File: config.mk
export PLATFORM = sky130hd
export DESIGN_NAME = plot_scheduler
export DESIGN_NICKNAME = d
export VERILOG_FILES = /design/src/rtl/plot_scheduler_pkg.sv /design/src/rtl/plot_scheduler_rr_pick3.sv /design/src/rtl/plot_scheduler.sv
export SDC_FILE = /design/constraint.sdc
export NUM_CORES = 1
export LEC_CHECK = 0
export BUFFER_PORTS_ARGS = -buffer_cell sky130_fd_sc_hd__buf_4
export CORE_ASPECT_RATIO = 1.75
export CORE_MARGIN = 2
export CORE_UTILIZATION = 53
export CTS_CLUSTER_DIAMETER = 120
export DETAILED_ROUTE_END_ITERATION = 10
export GPL_TIMING_DRIVEN = 0
export PLACE_DENSITY = 0.85
export SKIP_LAST_GASP = 1
export SYNTH_ARGS = -nofsm -noshare
export SYNTH_HDL_FRONTEND = slang
export SYNTH_SLANG_ARGS = --single-unit
File: constraint.sdc
create_clock -name clock -period 6.85 [get_ports clock]
set_clock_uncertainty 0.15 [all_clocks]
set_input_delay 1.0275 -clock clock [delete_from_list [all_inputs] [get_ports clock]]
set_output_delay 1.0275 -clock clock [all_outputs]
set_load 0.03 [all_outputs]
File: src/rtl/plot_scheduler_pkg.sv
// Shared widths, client indices and FSM encoding for the plot scheduler.
// No logic; latency n/a.
// Backpressure n/a.
package plot_scheduler_pkg;

    localparam int X_BITES     = 8;
    localparam int Y_BITES     = 7;
    localparam int COLOR_BITES = 3;

    typedef logic [1:0] client_t;

    localparam client_t RECT   = 2'd0;
    localparam client_t TEXT   = 2'd1;
    localparam client_t CURSOR = 2'd2;

    typedef enum logic [1:0] {
        ST_IDLE    = 2'd0,
        ST_GRANT   = 2'd1,
        ST_RUN     = 2'd2,
        ST_RELEASE = 2'd3
    } state_t;

    // Successor in the 0 -> 1 -> 2 -> 0 ring; anything out of range maps to RECT.
    function automatic client_t next_client(input client_t c);
        return (c >= CURSOR) ? RECT : client_t'(c + 2'd1);
    endfunction

endpackage

File: src/rtl/plot_scheduler_rr_pick3.sv
// Round-robin picker over three requesters, searching from last+1 upward.
// Purely combinational, zero latency.
// No backpressure; valid is low when no request is pending.
module rr_pick3
    import plot_scheduler_pkg::*;
(
    input  logic [2:0] req,
    input  client_t    last,
    output client_t    winner,
    output logic       valid
);

    client_t c0;
    client_t c1;
    client_t c2;

    always_comb begin
        c0     = next_client(last);
        c1     = next_client(c0);
        c2     = next_client(c1);
        winner = RECT;
        valid  = 1'b0;
        if (req[c0]) begin
            winner = c0;
            valid  = 1'b1;
        end else if (req[c1]) begin
            winner = c1;
            valid  = 1'b1;
        end else if (req[c2]) begin
            winner = c2;
            valid  = 1'b1;
        end
    end

endmodule

File: src/rtl/plot_scheduler.sv
// Arbitrates three pixel renderers onto one framebuffer port with a per-job watchdog.
// Grant one edge after req in IDLE; pixels appear one cycle after the winner drives them.
// No backpressure on pixels; a job ends on the winner's done or on watchdog expiry.
module plot_scheduler
    import plot_scheduler_pkg::*;
#(
    parameter int TIMEOUT_CYCLES = 20000,
    parameter int TMO_BITS       = 16
) (
    input  logic                     clock,
    input  logic                     resetn,
    input  logic [2:0]               req,
    input  logic [2:0]               done,
    input  logic [3*X_BITES-1:0]     in_x,
    input  logic [3*Y_BITES-1:0]     in_y,
    input  logic [3*COLOR_BITES-1:0] in_color,
    input  logic [2:0]               in_plot,
    output logic [2:0]               grant,
    output logic [X_BITES-1:0]       out_x,
    output logic [Y_BITES-1:0]       out_y,
    output logic [COLOR_BITES-1:0]   out_color,
    output logic                     plot,
    output logic                     busy,
    output logic                     timeout_err
);

    localparam logic [TMO_BITS-1:0] WDOG_LIMIT = TMO_BITS'(TIMEOUT_CYCLES - 1);
    localparam logic [TMO_BITS-1:0] WDOG_MAX   = '1;

    state_t              state;
    state_t              state_nxt;
    client_t             last;
    client_t             win_nxt;
    client_t             pick;
    logic                pick_vld;
    logic [TMO_BITS-1:0] wdog;
    logic                tmo_set;
    logic [2:0]          grant_nxt;

    rr_pick3 u_rr_pick3 (
        .req    (req),
        .last   (last),
        .winner (pick),
        .valid  (pick_vld)
    );

    // last doubles as the current job's owner: it is rewritten only on IDLE->GRANT.
    always_comb begin
        state_nxt = state;
        tmo_set   = 1'b0;
        win_nxt   = last;
        case (state)
            ST_IDLE: begin
                if (pick_vld) begin
                    state_nxt = ST_GRANT;
                    win_nxt   = pick;
                end
            end
            ST_GRANT: state_nxt = ST_RUN;
            ST_RUN: begin
                if (done[last]) begin
                    state_nxt = ST_RELEASE;
                end else if (wdog >= WDOG_LIMIT) begin
                    state_nxt = ST_RELEASE;
                    tmo_set   = 1'b1;
                end
            end
            ST_RELEASE: state_nxt = ST_IDLE;
            default:    state_nxt = ST_IDLE;
        endcase
        grant_nxt = '0;
        if (state_nxt == ST_GRANT || state_nxt == ST_RUN) begin
            grant_nxt = 3'b001 << win_nxt;
        end
    end

    always_ff @(posedge clock or negedge resetn) begin
        if (!resetn) begin
            state       <= ST_IDLE;
            last        <= CURSOR;
            grant       <= '0;
            wdog        <= '0;
            timeout_err <= 1'b0;
        end else begin
            state       <= state_nxt;
            last        <= win_nxt;
            grant       <= grant_nxt;
            timeout_err <= timeout_err | tmo_set;
            if (state == ST_IDLE && state_nxt == ST_GRANT) begin
                wdog <= '0;
            end else if (state == ST_RUN && wdog != WDOG_MAX) begin
                wdog <= wdog + 1'b1;
            end
        end
    end

    always_ff @(posedge clock or negedge resetn) begin
        if (!resetn) begin
            out_x     <= '0;
            out_y     <= '0;
            out_color <= '0;
            plot      <= 1'b0;
        end else if (state == ST_RUN) begin
            out_x     <= in_x[X_BITES*last +: X_BITES];
            out_y     <= in_y[Y_BITES*last +: Y_BITES];
            out_color <= in_color[COLOR_BITES*last +: COLOR_BITES];
            plot      <= in_plot[last];
        end else begin
            plot      <= 1'b0;
        end
    end

    assign busy = (state != ST_IDLE);

endmodule

# Word level (Yosys, flattened, before mapping)
# Cells that the tools add are included.
[totals]
register_bits = 43
elab_cells = 72
out_inout_bits = 24
inputBits = 65
[classes]
eq_ne = 6
shifts = 4
mux = 32
order_cmp = 8
reduce_logical = 6
n_addsub = 4
bitwise_logic = 1
n_mul = 2
[ops]
columns = ["operator", "n"]
rows = [
  ["16-bit 2-to-1 mux", 2],
  ["24-bit by 6-bit variable part select with 8-bit output", 1],
  ["2-bit 2-to-1 mux", 11],
  ["21-bit by 6-bit variable part select with 7-bit output", 1],
  ["16-bit by 1-bit adder with 16-bit output, second input constant", 1],
  ["16-bit by 15-bit greater-or-equal comparator with 1-bit output, second input constant", 1],
  ["16-bit != test, second input constant", 1],
  ["2-bit by 3-bit less-than comparator with 1-bit output, second input constant", 4],
  ["1-bit 2-to-1 mux", 12],
  ["1-bit binary-select mux with 2-bit select", 5],
  ["9-bit by 5-bit variable part select with 3-bit output", 1],
  ["2-bit one-hot mux with 4 select lines", 1],
  ["2-bit by 1-bit adder with 2-bit output, second input constant", 3],
  ["2-bit == test, second input constant", 3],
  ["2-bit greater-or-equal comparator, second input constant", 3],
  ["3-bit by 2-bit multiplier with 5-bit output, first input constant", 1],
  ["2-bit by 1-bit == test with 1-bit output, second input constant", 2],
  ["2-bit by 2-bit multiplier with 4-bit output, first input constant", 1],
  ["2-bit nonzero test", 2],
  ["3-bit 2-to-1 mux", 1],
  ["1-bit by 2-bit << shifter with 3-bit output, first input constant", 1],
  ["1-bit logical AND", 2],
  ["2-bit logical NOT", 1],
  ["1-bit logical OR", 1],
  ["1-bit bitwise OR", 1],
]

# Longest topological paths before layout
[depth]
word_depth = 16
mapped_depth = 9
mapped_depth_nobuf = 9

# Cells and area by module
# From an unflattened synthesis, not the netlist that was laid out.
[hier_totals]
cells_unflattened = 275
area_unflattened_um2 = 2433.6
[by_module_without_submodules]
columns = ["module", "n_inst", "cells_each", "area_per_inst_um2", "seq_area_each_um2"]
rows = [
  ["plot_scheduler", 1, 267, 2383.5, 1077.3],
  ["rr_pick3", 1, 8, 50.0, 0.0],
]

# Least setup slack after synthesis
# Ideal clock, no wire load.
[synth_path]
path_type = "in2reg"
from = "input req[0]"
to = "register wdog[10]"
setup_ps = 65
arrival_ps = 2265
required_ps = 6635
n_path_buf = 0
stages = 8
slack_ps = 4370
cell_sequence = "nor4_1 nand2_1 o21ai_0 a31oi_1 ha_1 and2_0 or3_1 nand2_1"
[synth_between]
elab_chain_cells = 10
word_cells_on_any_way = 15
cone_classes = "eq/ne (1); mux (12); reduce/logical (2)"
[synth_rtl]
columns = ["element", "line_no", "text"]
rows = [
  ["from (decl)", "plot_scheduler.sv:12", "input logic [2:0] req,"],
  ["1-bit binary-select mux with 2-bit select", "plot_scheduler_rr_pick3.sv:29", "end else if (req[c2]) begin"],
  ["1-bit 2-to-1 mux (implied by the code)", "plot_scheduler_rr_pick3.sv:29", ""],
  ["1-bit 2-to-1 mux", "plot_scheduler_rr_pick3.sv:29", ""],
  ["1-bit 2-to-1 mux", "plot_scheduler_rr_pick3.sv:26", "end else if (req[c1]) begin"],
  ["1-bit 2-to-1 mux *", "plot_scheduler_rr_pick3.sv:23", "if (req[c0]) begin"],
  ["2-bit 2-to-1 mux *", "plot_scheduler.sv:54", "if (pick_vld) begin"],
  ["2-bit one-hot mux with 4 select lines *", "plot_scheduler.sv:52", "case (state)"],
  ["named net state_nxt[0]", "plot_scheduler.sv:31", "state_t state_nxt;"],
  ["2-bit by 1-bit == test with 1-bit output *", "plot_scheduler.sv:89", "if (state == ST_IDLE && state_nxt == ST_GRANT) begin"],
  ["1-bit logical AND *", "plot_scheduler.sv:89", ""],
  ["16-bit 2-to-1 mux / 2-bit nonzero test (equally long branches)", "-", ""],
  ["to (signal assigned)", "plot_scheduler.sv:92", "wdog <= wdog + 1'b1;"],
  ["to (decl)", "plot_scheduler.sv:36", "logic [TMO_BITS-1:0] wdog;"],
]
# The timed path passes the listed nets; every way through them passes the cells marked *. The select of a mux whose other input is x is not followed.
# A chain may end at the register's enable or synchronous reset.

# Worst setup path after layout
[layout_path]
from = "register last[1]"
to = "register wdog[1]"
[layout_between]
elab_chain_cells = 16
word_cells_on_any_way = 27
cone_classes = "add/sub (3); order compare (3); eq/ne (1); mux (18); reduce/logical (2)"
[layout_rtl]
columns = ["element", "line_no", "text"]
rows = [
  ["from (decl)", "plot_scheduler.sv:32", "client_t last;"],
  ["from (signal assigned)", "plot_scheduler.sv:86", "last <= win_nxt;"],
  ["2-bit by 1-bit adder with 2-bit output / 2-bit greater-or-equal comparator (equally long branches)", "plot_scheduler_pkg.sv:25", "return (c >= CURSOR) ? RECT : client_t'(c + 2'd1);"],
  ["2-bit 2-to-1 mux", "plot_scheduler_pkg.sv:25", ""],
  ["2-bit by 1-bit adder with 2-bit output / 2-bit greater-or-equal comparator (equally long branches)", "plot_scheduler_pkg.sv:25", ""],
  ["2-bit 2-to-1 mux", "plot_scheduler_pkg.sv:25", ""],
  ["2-bit by 1-bit adder with 2-bit output / 2-bit greater-or-equal comparator (equally long branches)", "plot_scheduler_pkg.sv:25", ""],
  ["2-bit 2-to-1 mux", "plot_scheduler_pkg.sv:25", ""],
  ["1-bit binary-select mux with 2-bit select", "plot_scheduler_rr_pick3.sv:29", ""],
  ["1-bit 2-to-1 mux (implied by the code)", "plot_scheduler_rr_pick3.sv:29", ""],
  ["1-bit 2-to-1 mux", "plot_scheduler_rr_pick3.sv:29", ""],
  ["1-bit 2-to-1 mux", "plot_scheduler_rr_pick3.sv:26", ""],
  ["1-bit 2-to-1 mux", "plot_scheduler_rr_pick3.sv:23", ""],
  ["2-bit 2-to-1 mux", "plot_scheduler.sv:54", ""],
  ["2-bit one-hot mux with 4 select lines *", "plot_scheduler.sv:52", ""],
  ["named net state_nxt[0]", "plot_scheduler.sv:31", ""],
  ["2-bit by 1-bit == test with 1-bit output *", "plot_scheduler.sv:89", ""],
  ["1-bit logical AND *", "plot_scheduler.sv:89", ""],
  ["16-bit 2-to-1 mux / 2-bit nonzero test (equally long branches)", "-", ""],
]
# Marked as above.

==> Flow_metrics.wiki <==
{| class="wikitable"
! Metric !! Value
|-
| Number of flops mapped to enable cells by yosys || 0
|-
| Post-detailed-route via-to-cell ratio || 5.84
|-
| Number of warnings reported in the yosys synthesis log || 0
|-
| Number of antenna violations at the first check in global routing || 0
|-
| Critical path's largest stage delay || between 0.5 and 0.6 ns
|-
| Largest net degree at the start of global routing || 44
|-
| Critical path endpoint category || flip-flop
|-
| Total global routing overflow || 0
|-
| Buffer count from post-CTS setup fixing || 0
|-
| Proportion of synthesized chip area in sequential cells || approximately 44%
|-
| Type of origin of the critical path || flip-flop
|-
| CP max-delay cell || dfstp_2
|-
| Post-cts sizing count || 0
|-
| Remaining number of nets flagged by the antenna check after routing || 0
|-
| DRC violation count after routing || 0
|-
| Core area || 0.00440 sq mm
|-
| Clock root buffer || clkbuf_8
|-
| Cell Area, Synth || 0.00244 sq mm
|-
| Post-Syn Instances || 274
|-
| Mean instance size in the synthesized netlist || 8.90 sq um
|-
| Most common cell after layout, fill and taps aside || buf_4
|-
| Number of sinks on the clock net || between 40 and 50
|-
| Global placer's final weighted congestion || 0.880
|-
| Post-DP HPWL || 5120 um
|-
| Most frequent cells in the layout || buf_4 (89), a21oi_1 (49), nor2_1 (45), dfrtp_1 (42), mux2i_1 (22)
|-
| Post-synth top area share || 43.1%
|-
| Clock latency at the later pin of the worst-skew pair || about 0.3 ns
|-
| H-tree lvl count || 2
|-
| Detailed Route Iter0 Violations || 130
|-
| Cell breakdown of the critical path || clkbuf_1, nor2b_1, buf_2, a21oi_1, a31oi_1, ha_1, and2_0, clkbuf_1, a21oi_1
|-
| Fraction of registers with async set/reset || 100%
|-
| Critical Path Source || last[1]
|-
| Result of the run || finished, final reports clean
|-
| Register-to-register setup slack || 3.88 ns
|-
| Cell taking the most area after synthesis || dfrtp_1
|-
| Design Power || 0.00141 W
|-
| Number of filler cells placed in the layout || 343
|-
| Power density of the placed cells || 430 mW/mm^2
|-
| Slew margin rel. || 62.8%
|-
| Pre-Repair DR Iteration Count || 4
|-
| CP Data Required Time || 6.86 ns
|-
| Crit path capture || wdog[1]
|-
| Ratio of final minimum period to clock period || 43.4%
|-
| Leakage power of the design || 1.53 nW
|-
| Setup TNS || 0 ns
|-
| Area growth, synth to finish || 34.5%
|-
| Type of the most critical hold path || flip-flop to flip-flop
|-
| Row Count || 32
|-
| Register bit count reported by yosys || 43
|-
| Die area || between 0.005 and 0.006 sq mm
|-
| Final Setup Violations || 0
|-
| Port Buffers || 88
|-
| Wire length of the first global-routing pass || between 10000 and 15000 um
|-
| Number of hold violations in the final report || 0
|-
| DR WL/cell || 16.2 um
|-
| Via count || 2457
|-
| Clock transition at the registers of the reported paths || 0.09 ns
|-
| Leading cell types by total area after synthesis || dfrtp_1 (43%), a21oi_1 (10%), mux2i_1 (9.0%), nor2_1 (6.9%), ha_1 (2.6%)
|-
| Hold buffers post-CTS || 0
|-
| Slew at the pin closest to its max-slew limit || 0.553 ns
|-
| Total inserted antenna cells || 0
|-
| Via count of the first global-routing pass || 2516
|-
| Worst R2R Start || last[1]
|-
| Wire length after detailed routing || 6840 um
|-
| Overall die height || 93.7 um
|-
| Max-capacitance violation count || 0
|-
| Primary FF master, synth || dfrtp_1
|-
| Clock buffers created by TritonCTS || 5
|-
| RSZ-0062 raised after global routing || no
|-
| Peak ir drop on the vdd network || 360 uV
|-
| Endpoint of the worst register-to-register path || wdog[1]
|-
| CP arrival || 2.98 ns
|-
| Start-to-end type of the worst setup path || flip-flop to flip-flop
|-
| Final critical delay including setup and external delays || approximately 3 ns
|-
| Post-Layout Inst Area || 0.00328 sq mm
|-
| Depth of the worst register-to-register path || 9
|-
| Number of nets in the synthesized netlist || 344
|-
| Synth unique cells || 45
|-
| Number of top-level design ports || 89
|-
| Share of cells above drive strength 1 || 30.3%
|-
| Maximum fanout encountered on the critical timing path || 10
|-
| Horiz. Die Dim || 55.3 um
|-
| CTS tree || built
|-
| Worst-case clock buffer depth || 2
|-
| Initial core utilization || 55.4%
|-
| Max Freq || 336 MHz
|-
| Cell area reported after detailed placement || 0.00316 sq mm
|-
| GRT Total Usage || 27.5%
|-
| Count of pins over their slew limit || 0
|-
| Final Net Count || 439
|}
==> stage by stage <==
step / hold WS [ns] / utilization, % / instances / setup WS, ns
after floorplan: 0.371 / - / 274 / 4.37
after global placement: 0.314 / 71.8 / 413 / 3.85
after detailed placement: 0.323 / 71.8 / 413 / 3.79
after CTS: 0.341 / 74.5 / 421 / 3.83
after global routing: 0.369 / 74.5 / 421 / 3.56
final: 0.343 / 74.5 / 421 / 3.88
==> layer usage <==
layer | track usage, % | vias up | part of all wire, %
li1 | - | 1171 | -
met1 | 27.7 | 1170 | 35
met2 | 52.0 | 96 | 56
met3 | 6.47 | 20 | 6.0
met4 | 13.0 | 0 | 3.2
met5 | 0 | - | 0
==> layout make-up <==
type	count	area (sq um)	area share, %
plain buffers	17	78.8	2.40
clock buffers	6	82.6	2.52
clock inverters	2	35.0	1.07
inverters	9	33.8	1.03
multi-input cells	205	1250	38.1
flip-flops and latches	43	1080	32.8
well taps	51	63.8	1.95
repair buffers	88	661	20.1
==> Yosys cell counts, drive strengths merged (3+ instances only) <==
| master | number |
|---|---|
| a21oi | 49 |
| o21ai | 11 |
| buf | 5 |
| nand4 | 6 |
| inv | 9 |
| dfrtp | 42 |
| or4 | 3 |
| nor4 | 4 |
| ha | 5 |
| a211oi | 3 |
| nand2 | 10 |
| nor3 | 6 |
| nor2 | 45 |
| o31ai | 3 |
| nand3 | 11 |
| mux2i | 22 |
| clkbuf | 12 |
| or3 | 6 |
==> state kept, by name, indices dropped and copies added (netlist names) <==
| name | flops |
|---|---|
| wdog | 16 |
| out_x | 8 |
| out_y | 7 |
| grant | 3 |
| out_color | 3 |
| last | 2 |
| state | 2 |
| plot | 1 |
| timeout_err | 1 |
==> critical path, delay by kind of cell (launching register included) <==
family,cells,cell delay (ns)
AO/OA/AOI/OAI,3,0.52
adder cells (fa/ha/maj),1,0.20
flip-flops,1,0.52
buffers and inverters,3,0.93
AND/OR/NAND/NOR,2,0.52
==> worst min path at each step <==
stage                   to  cells past startpoint         from
2_1_floorplan      wdog[9]                      1      wdog[9]
3_3_place_gp   timeout_err                      1  timeout_err
3_5_place_dp   timeout_err                      1  timeout_err
4_1_cts        timeout_err                      1  timeout_err
5_1_grt        timeout_err                      1  timeout_err
6_report       timeout_err                      1  timeout_err
==> logic make-up (layout without fill, tap and decap cells) <==
logic type / Yosys count / count (layout) / synth area share (%)
flops: 43 / 43 / 44.2
simple gates: 103 / 103 / 22.2
compound gates: 75 / 75 / 17.4
buf+inv: 26 / 122 / 4.62
fa+ha+maj: 5 / 5 / 2.57
mux: 22 / 22 / 9.03
==> power by group <==
| part | switching (W) | internal, W | total [W] |
|---|---|---|---|
| logic | 0.000467 | 0.000283 | 0.000751 |
| clock network | 0.0000900 | 0.000118 | 0.000208 |
| registers | 0.0000882 | 0.000362 | 0.000450 |
No activity file was read; power rests on OpenSTA's default activity.
